### config.mk
export PLATFORM = sky130hd
export DESIGN_NAME = cpu_ctrl_fsm_p
export DESIGN_NICKNAME = d
export VERILOG_FILES = /design/src/rtl/cpu_ctrl_fsm_p.sv
export SDC_FILE = /design/constraint.sdc
export NUM_CORES = 1
export LEC_CHECK = 0
export CAP_MARGIN = 20
export CORE_ASPECT_RATIO = 1.5
export CORE_UTILIZATION = 54
export DETAILED_ROUTE_END_ITERATION = 8
export PLACE_DENSITY = 0.81
export SLEW_MARGIN = 20
export SYNTH_ARGS = -nofsm -noshare
export SYNTH_HDL_FRONTEND = slang
export SYNTH_SLANG_ARGS = --single-unit
### constraint.sdc
create_clock -name clk -period 4.5 [get_ports clk]
set_input_delay 0.9 -clock clk [delete_from_list [all_inputs] [get_ports clk]]
set_output_delay 0.9 -clock clk [all_outputs]
set_load 0.005 [all_outputs]
### src/rtl/cpu_ctrl_fsm_p.sv
`default_nettype none
// +--------------------------------------------------------------------------+
// | Module   : cpu_ctrl_fsm_p                                                |
// | Purpose  : Datapath controller FSM for MOV/ADD/CMP/AND/MVN plus LDR/STR  |
// |            with a req/ack memory handshake, an ack timeout and a sticky  |
// |            error state for illegal encodings.                            |
// | Ports    : clk, reset (sync, active-high)                                |
// |            s, opcode[2:0], op[1:0], mem_ack        - inputs              |
// |            w, nsel[NSEL_W-1:0], loada/b/c, loads,  - registered outputs  |
// |            asel, bsel, write, vsel[1:0], load_addr,                      |
// |            mem_req, mem_we, err                                          |
// |            halted                                  - CTRL_HALT_EN only   |
// | Options  : `define CTRL_HALT_EN adds the HALT state and halted port.     |
// | Revision : 1.0  initial release                                          |
// +--------------------------------------------------------------------------+
module cpu_ctrl_fsm_p #(
   parameter int NSEL_W    = 3,
   parameter int TIMEOUT_W = 4
) (
   input  logic              clk,
   input  logic              reset,
   input  logic              s,
   input  logic [2:0]        opcode,
   input  logic [1:0]        op,
   input  logic              mem_ack,
   output logic              w,
   output logic [NSEL_W-1:0] nsel,
   output logic              loada,
   output logic              loadb,
   output logic              loadc,
   output logic              loads,
   output logic              asel,
   output logic              bsel,
   output logic              write,
   output logic [1:0]        vsel,
   output logic              load_addr,
   output logic              mem_req,
   output logic              mem_we,
`ifdef CTRL_HALT_EN
   output logic              halted,
`endif
   output logic              err
);

   typedef enum logic [3:0] {
      S_WAIT   = 4'd0,
      S_GET_A  = 4'd1,
      S_GET_B  = 4'd2,
      S_ALU    = 4'd3,
      S_WB_C   = 4'd4,
      S_WB_IMM = 4'd5,
      S_ADDR   = 4'd6,
      S_MADDR  = 4'd7,
      S_PASS   = 4'd8,
      S_MRD    = 4'd9,
      S_MWR    = 4'd10,
      S_WB_M   = 4'd11,
      S_ERR    = 4'd12,
      S_HALT   = 4'd13
   } state_t;

   typedef struct packed {
      logic       w;
      logic [2:0] nsel;
      logic       loada;
      logic       loadb;
      logic       loadc;
      logic       loads;
      logic       asel;
      logic       bsel;
      logic       write;
      logic [1:0] vsel;
      logic       load_addr;
      logic       mem_req;
      logic       mem_we;
`ifdef CTRL_HALT_EN
      logic       halted;
`endif
      logic       err;
   } ctrl_t;

   // Last count value before the timeout fires: 2^TIMEOUT_W-1 request
   // cycles without ack in total.
   localparam logic [TIMEOUT_W-1:0] c_TO_LAST = {TIMEOUT_W{1'b1}} - 1'b1;

   state_t               state_q, state_d;
   logic [4:0]           ir_q, ir_d;
   logic [TIMEOUT_W-1:0] cnt_q, cnt_d;
   ctrl_t                ctrl_q;

   // Moore output decode; evaluated on the next state so outputs are registered
   // and line up with the state they belong to.
   function automatic ctrl_t decode(input state_t st, input logic [4:0] ir);
      ctrl_t c;
      logic  is_str, is_cmp, is_asel;
      is_str  = (ir[4:2] == 3'b100);
      is_cmp  = (ir == 5'b10101);
      is_asel = (ir == 5'b10111) || (ir == 5'b11000);  // MVN, MOV reg
      c = '0;
      case (st)
         S_WAIT:   c.w = 1'b1;
         S_GET_A:  begin c.nsel = 3'b100; c.loada = 1'b1; end
         S_GET_B:  begin c.nsel = is_str ? 3'b010 : 3'b001; c.loadb = 1'b1; end
         S_ALU:    begin c.loadc = 1'b1; c.asel = is_asel; c.loads = is_cmp; end
         S_WB_C:   begin c.nsel = 3'b010; c.vsel = 2'b11; c.write = 1'b1; end
         S_WB_IMM: begin c.nsel = 3'b100; c.vsel = 2'b01; c.write = 1'b1; end
         S_ADDR:   begin c.bsel = 1'b1; c.loadc = 1'b1; end
         S_MADDR:  c.load_addr = 1'b1;
         S_PASS:   begin c.asel = 1'b1; c.loadc = 1'b1; end
         S_MRD:    c.mem_req = 1'b1;
         S_MWR:    begin c.mem_req = 1'b1; c.mem_we = 1'b1; end
         S_WB_M:   begin c.nsel = 3'b010; c.vsel = 2'b00; c.write = 1'b1; end
         S_ERR:    c.err = 1'b1;
`ifdef CTRL_HALT_EN
         S_HALT:   c.halted = 1'b1;
`endif
         default:  c = '0;
      endcase
      return c;
   endfunction

   always_comb begin
      logic is_mem, is_cmp, is_str;
      state_d = state_q;
      ir_d    = ir_q;
      cnt_d   = '0;
      is_mem  = (ir_q[4:2] == 3'b011) || (ir_q[4:2] == 3'b100);
      is_str  = (ir_q[4:2] == 3'b100);
      is_cmp  = (ir_q == 5'b10101);
      case (state_q)
         S_WAIT: begin
            if (s) begin
               ir_d = {opcode, op};
               case ({opcode, op})
                  5'b10100, 5'b10101, 5'b10110: state_d = S_GET_A;
                  5'b10111, 5'b11000:           state_d = S_GET_B;
                  5'b11010:                     state_d = S_WB_IMM;
                  5'b01100, 5'b10000:           state_d = S_GET_A;
`ifdef CTRL_HALT_EN
                  5'b11100, 5'b11101,
                  5'b11110, 5'b11111:           state_d = S_HALT;
`endif
                  default:                      state_d = S_ERR;
               endcase
            end
         end
         S_GET_A:  state_d = is_mem ? S_ADDR : S_GET_B;
         S_GET_B:  state_d = is_str ? S_PASS : S_ALU;
         S_ALU:    state_d = is_cmp ? S_WAIT : S_WB_C;
         S_ADDR:   state_d = S_MADDR;
         S_MADDR:  state_d = is_str ? S_GET_B : S_MRD;
         S_PASS:   state_d = S_MWR;
         S_MRD, S_MWR: begin
            // Ack wins over a timeout landing in the same cycle.
            if (mem_ack) begin
               state_d = (state_q == S_MRD) ? S_WB_M : S_WAIT;
            end else if (cnt_q == c_TO_LAST) begin
               state_d = S_ERR;
            end else begin
               cnt_d = cnt_q + 1'b1;
            end
         end
         S_WB_C, S_WB_IMM, S_WB_M: state_d = S_WAIT;
         S_ERR:    state_d = S_ERR;
         S_HALT:   state_d = S_HALT;
         default:  state_d = S_ERR;
      endcase
   end

   always_ff @(posedge clk) begin
      if (reset) begin
         state_q <= S_WAIT;
         ir_q    <= '0;
         cnt_q   <= '0;
         ctrl_q  <= decode(S_WAIT, 5'b00000);
      end else begin
         state_q <= state_d;
         ir_q    <= ir_d;
         cnt_q   <= cnt_d;
         ctrl_q  <= decode(state_d, ir_d);
      end
   end

   always_comb begin
      nsel      = '0;
      nsel[2:0] = ctrl_q.nsel;
   end

   assign w         = ctrl_q.w;
   assign loada     = ctrl_q.loada;
   assign loadb     = ctrl_q.loadb;
   assign loadc     = ctrl_q.loadc;
   assign loads     = ctrl_q.loads;
   assign asel      = ctrl_q.asel;
   assign bsel      = ctrl_q.bsel;
   assign write     = ctrl_q.write;
   assign vsel      = ctrl_q.vsel;
   assign load_addr = ctrl_q.load_addr;
   assign mem_req   = ctrl_q.mem_req;
   assign mem_we    = ctrl_q.mem_we;
   assign err       = ctrl_q.err;
`ifdef CTRL_HALT_EN
   assign halted    = ctrl_q.halted;
`endif

endmodule
`default_nettype wire
==> summary.txt <==
status -> complete, no violations
Worst slew margin -> 0.5340
Rows -> 22
P_leak -> 0.7166 nW
drt total wl -> 3113 µm
deepest clock path buffer count -> 2
Slew Viols, Final -> 0
endpoint class of the critical path -> register
Synth Flop Type -> dfxtp_1
initial drt markers -> 29
vias in the first global route -> 1157
Die X -> 44.73 µm
count leader, synth -> dfxtp_1
routability cong. -> 0.8588
worst r2r src -> state_q[3]
clk_lat worst skew -> 0.33 ns
Starting Density -> 0.5840
VDD IR max -> 0.2928 mV
count of cell types in the netlist -> 57
post-synthesis sequential area ratio -> 0.4061
pwr dens -> 559.5 mW/mm²
CP endpoint -> nsel[1]
Setup Viol. Count Final -> 0
arrival time worst endpoint -> 3.14 ns
max_cap viols -> 0
pin count of the biggest net entering global routing -> 22
All-Layer GR Usage -> 0.2435
GR Overflow Total -> 0
Crit Path Class -> input pin to register
reg2reg setup slack -> 2.04 ns
htree depth -> 2
fraction of registers with async set/reset -> 0
CTS hold repair buffers -> 0
Reg power frac -> 0.377
Die Span Y -> 66.10 µm
RSZ-0062 raised after global routing -> no
Post-synth EDFFs -> 0
internal power -> 0.0006598 W
crit path from -> s
Port Buffer Count -> 25
Comb power frac -> 0.410
Peak Freq -> 345.2 MHz
clock sinks -> 30
share of cells above drive strength 1 -> 0.08197
Slew @ Worst Pin -> 0.6968 ns
Sw Share -> 0.3535
ant diodes -> 0
drt drc -> 0
# IOs -> 26
TritonCTS clock tree -> built
Syn Nets -> 170
dominant cells by area after synthesis -> dfxtp_1 41%, nor2_1 5.3%, mux2i_1 4.1%
Die ar. -> 0.002956 mm²
cts repair resizes -> 0
Clock Power Share -> 0.213
Data required, critical path -> 4.75 ns
routed vias -> 1269
worst r2r dst -> nsel[1]
synth-to-layout area growth -> 23.35%
root buf cell -> clkbuf_4
Hold Fails Final Rpt -> 0
core area -> 0.002532 mm²
Nets -> 194
Tcrit/Tclk final -> 0.6438
Post-Syn Area -> 0.001479 mm²
Reg clk slew, reported paths -> 0.09 ns
switching pwr -> 0.0003608 W
Yosys warnings -> 0
clk_skew -> 0.003336 ns
HPWL Detailed -> 2302 µm
setup_tns -> 0 ns
first-pass GRT wire length -> 5209 µm
share of the synthesized area in the top cell type -> 0.4061
R2R cell count -> 6
post-layout util -> 0.7204
cell taking the most area after synthesis -> dfxtp_1
Num CTS Buffers -> 5
ANT nets after route -> 0
fin crit period -> 2.897 ns
post-synthesis register bit count -> 30
CP Max Fanout -> 11
via/cell ratio -> 5.795
post-CTS setup repair buffer count -> 0
initial antenna violation count -> 0
average routed wire per standard cell -> 14.21 µm
CP Launch Type -> input pin
mean post-synth cell area -> 9.301 µm²
Post-Synthesis Cells -> 159
DRT Pass-1 Iters -> 4
Worst Hold Class -> register to register
most instantiated cells after synthesis -> 30 x dfxtp_1, 21 x nor2_1
worst max-delay path, cell delays in order:
cell,delay [ns]
clkdlybuf4s50_1,0.44
nor2b_1,0.20
nand2_1,0.31
o311ai_1,0.45
nor2_1,0.22
or4b_1,0.53
o31ai_1,0.08
final cells by class:
type | count | area, µm²
clock inverters | 1 | 30.03
clock buffers | 6 | 51.30
flip-flops and latches | 30 | 600.6
repair buffers | 26 | 257.7
fillers | 204 | 708.2
inverters | 6 | 22.52
well taps | 36 | 45.04
multi-input cells | 114 | 817.0
sequential cells by signal, summed over array words and instances, names as in the netlist:
register   flops
load_addr      1
cnt_q          4
loadb          1
vsel           2
w              1
nsel           3
loadc          1
mem_req        1
bsel           1
loada          1
loads          1
asel           1
write          1
ir_q           5
state_q        4
err            1
mem_we         1
kinds of logic (layout without fill, tap and decap cells):
family                   after synthesis  in the layout  synth area share
adder cells (fa/ha/maj)                2              2           0.01692
XOR/XNOR                               3              3           0.01777
AO/OA/AOI/OAI                         31             31            0.1777
AND/OR/NAND/NOR                       71             71            0.2919
multiplexers                           7              7           0.04822
buffers and inverters                 15             39           0.04146
flip-flops                            30             30            0.4061
cells in the final DEF, fill, tap and decap left out, types with 2 or more instances in the layout:
master           synthesis  routed
ha_1                     2       2
nand2b_1                 3       3
o2111ai_1                3       3
nor4_1                   2       2
o211a_1                  2       2
xor2_1                   2       2
nor3_2                   2       2
dfxtp_1                 30      30
and2_1                   3       3
nor2b_1                  6       6
clkdlybuf4s50_1          0      25
and3_1                   2       2
nand2_1                  6       6
inv_1                    6       6
nor3_1                   4       4
or4b_1                   2       2
clkbuf_4                 0       5
nand3_1                  3       3
mux2i_1                  6       6
nor2_1                  21      21
o311a_1                  2       2
nand4_1                  2       2
o21ai_0                  4       4
a21oi_1                  2       2
o21a_1                   2       2
nand4b_1                 2       2
through the flow:
step | setup WS [ns] | power (W) | instance area, µm² | instances | hold slack, ns
2_1_floorplan | 1.996 | 0.0006643 | 1479 | 159 | 0.4297
3_3_place_gp | 1.333 | 0.0007991 | 1743 | 212 | 0.4475
3_5_place_dp | 1.258 | 0.0008098 | 1743 | 212 | 0.4523
4_1_cts | 1.609 | 0.001027 | 1824 | 219 | 0.4728
5_1_grt | 1.429 | 0.001088 | 1824 | 219 | 0.5068
6_report | 1.603 | 0.001021 | 1824 | 219 | 0.4729
worst min-delay path by stage:
stage / from / end / slack, ns / cells after the start
after floorplan: cnt_q[0] / cnt_q[0] / 0.43 / 1
final: cnt_q[0] / cnt_q[0] / 0.47 / 1
after global placement: cnt_q[0] / cnt_q[0] / 0.45 / 1
after CTS: cnt_q[0] / cnt_q[0] / 0.47 / 1
after global routing: cnt_q[0] / cnt_q[0] / 0.51 / 1
after detailed placement: cnt_q[0] / cnt_q[0] / 0.45 / 1
metal layers:
layer | GRT usage | part of all wire | vias to the layer above
li1 | - | - | 631
met1 | 0.2534 | 0.41 | 591
met2 | 0.4301 | 0.52 | 37
met3 | 0.06557 | 0.044 | 10
met4 | 0.1250 | 0.028 | 0
met5 | 0 | 0 | -
power by group through the flow:
stage	clock (W)	combinational (W)	sequential (W)
global route	0.000235	0.000461	0.000392
floorplan	0	0.000307	0.000358
detailed placement	0	0.000420	0.000390
global placement	0	0.000411	0.000388
finish	0.000217	0.000419	0.000385
CTS	0.000222	0.000421	0.000383
Note: power is estimated with default switching activity, not from simulation.
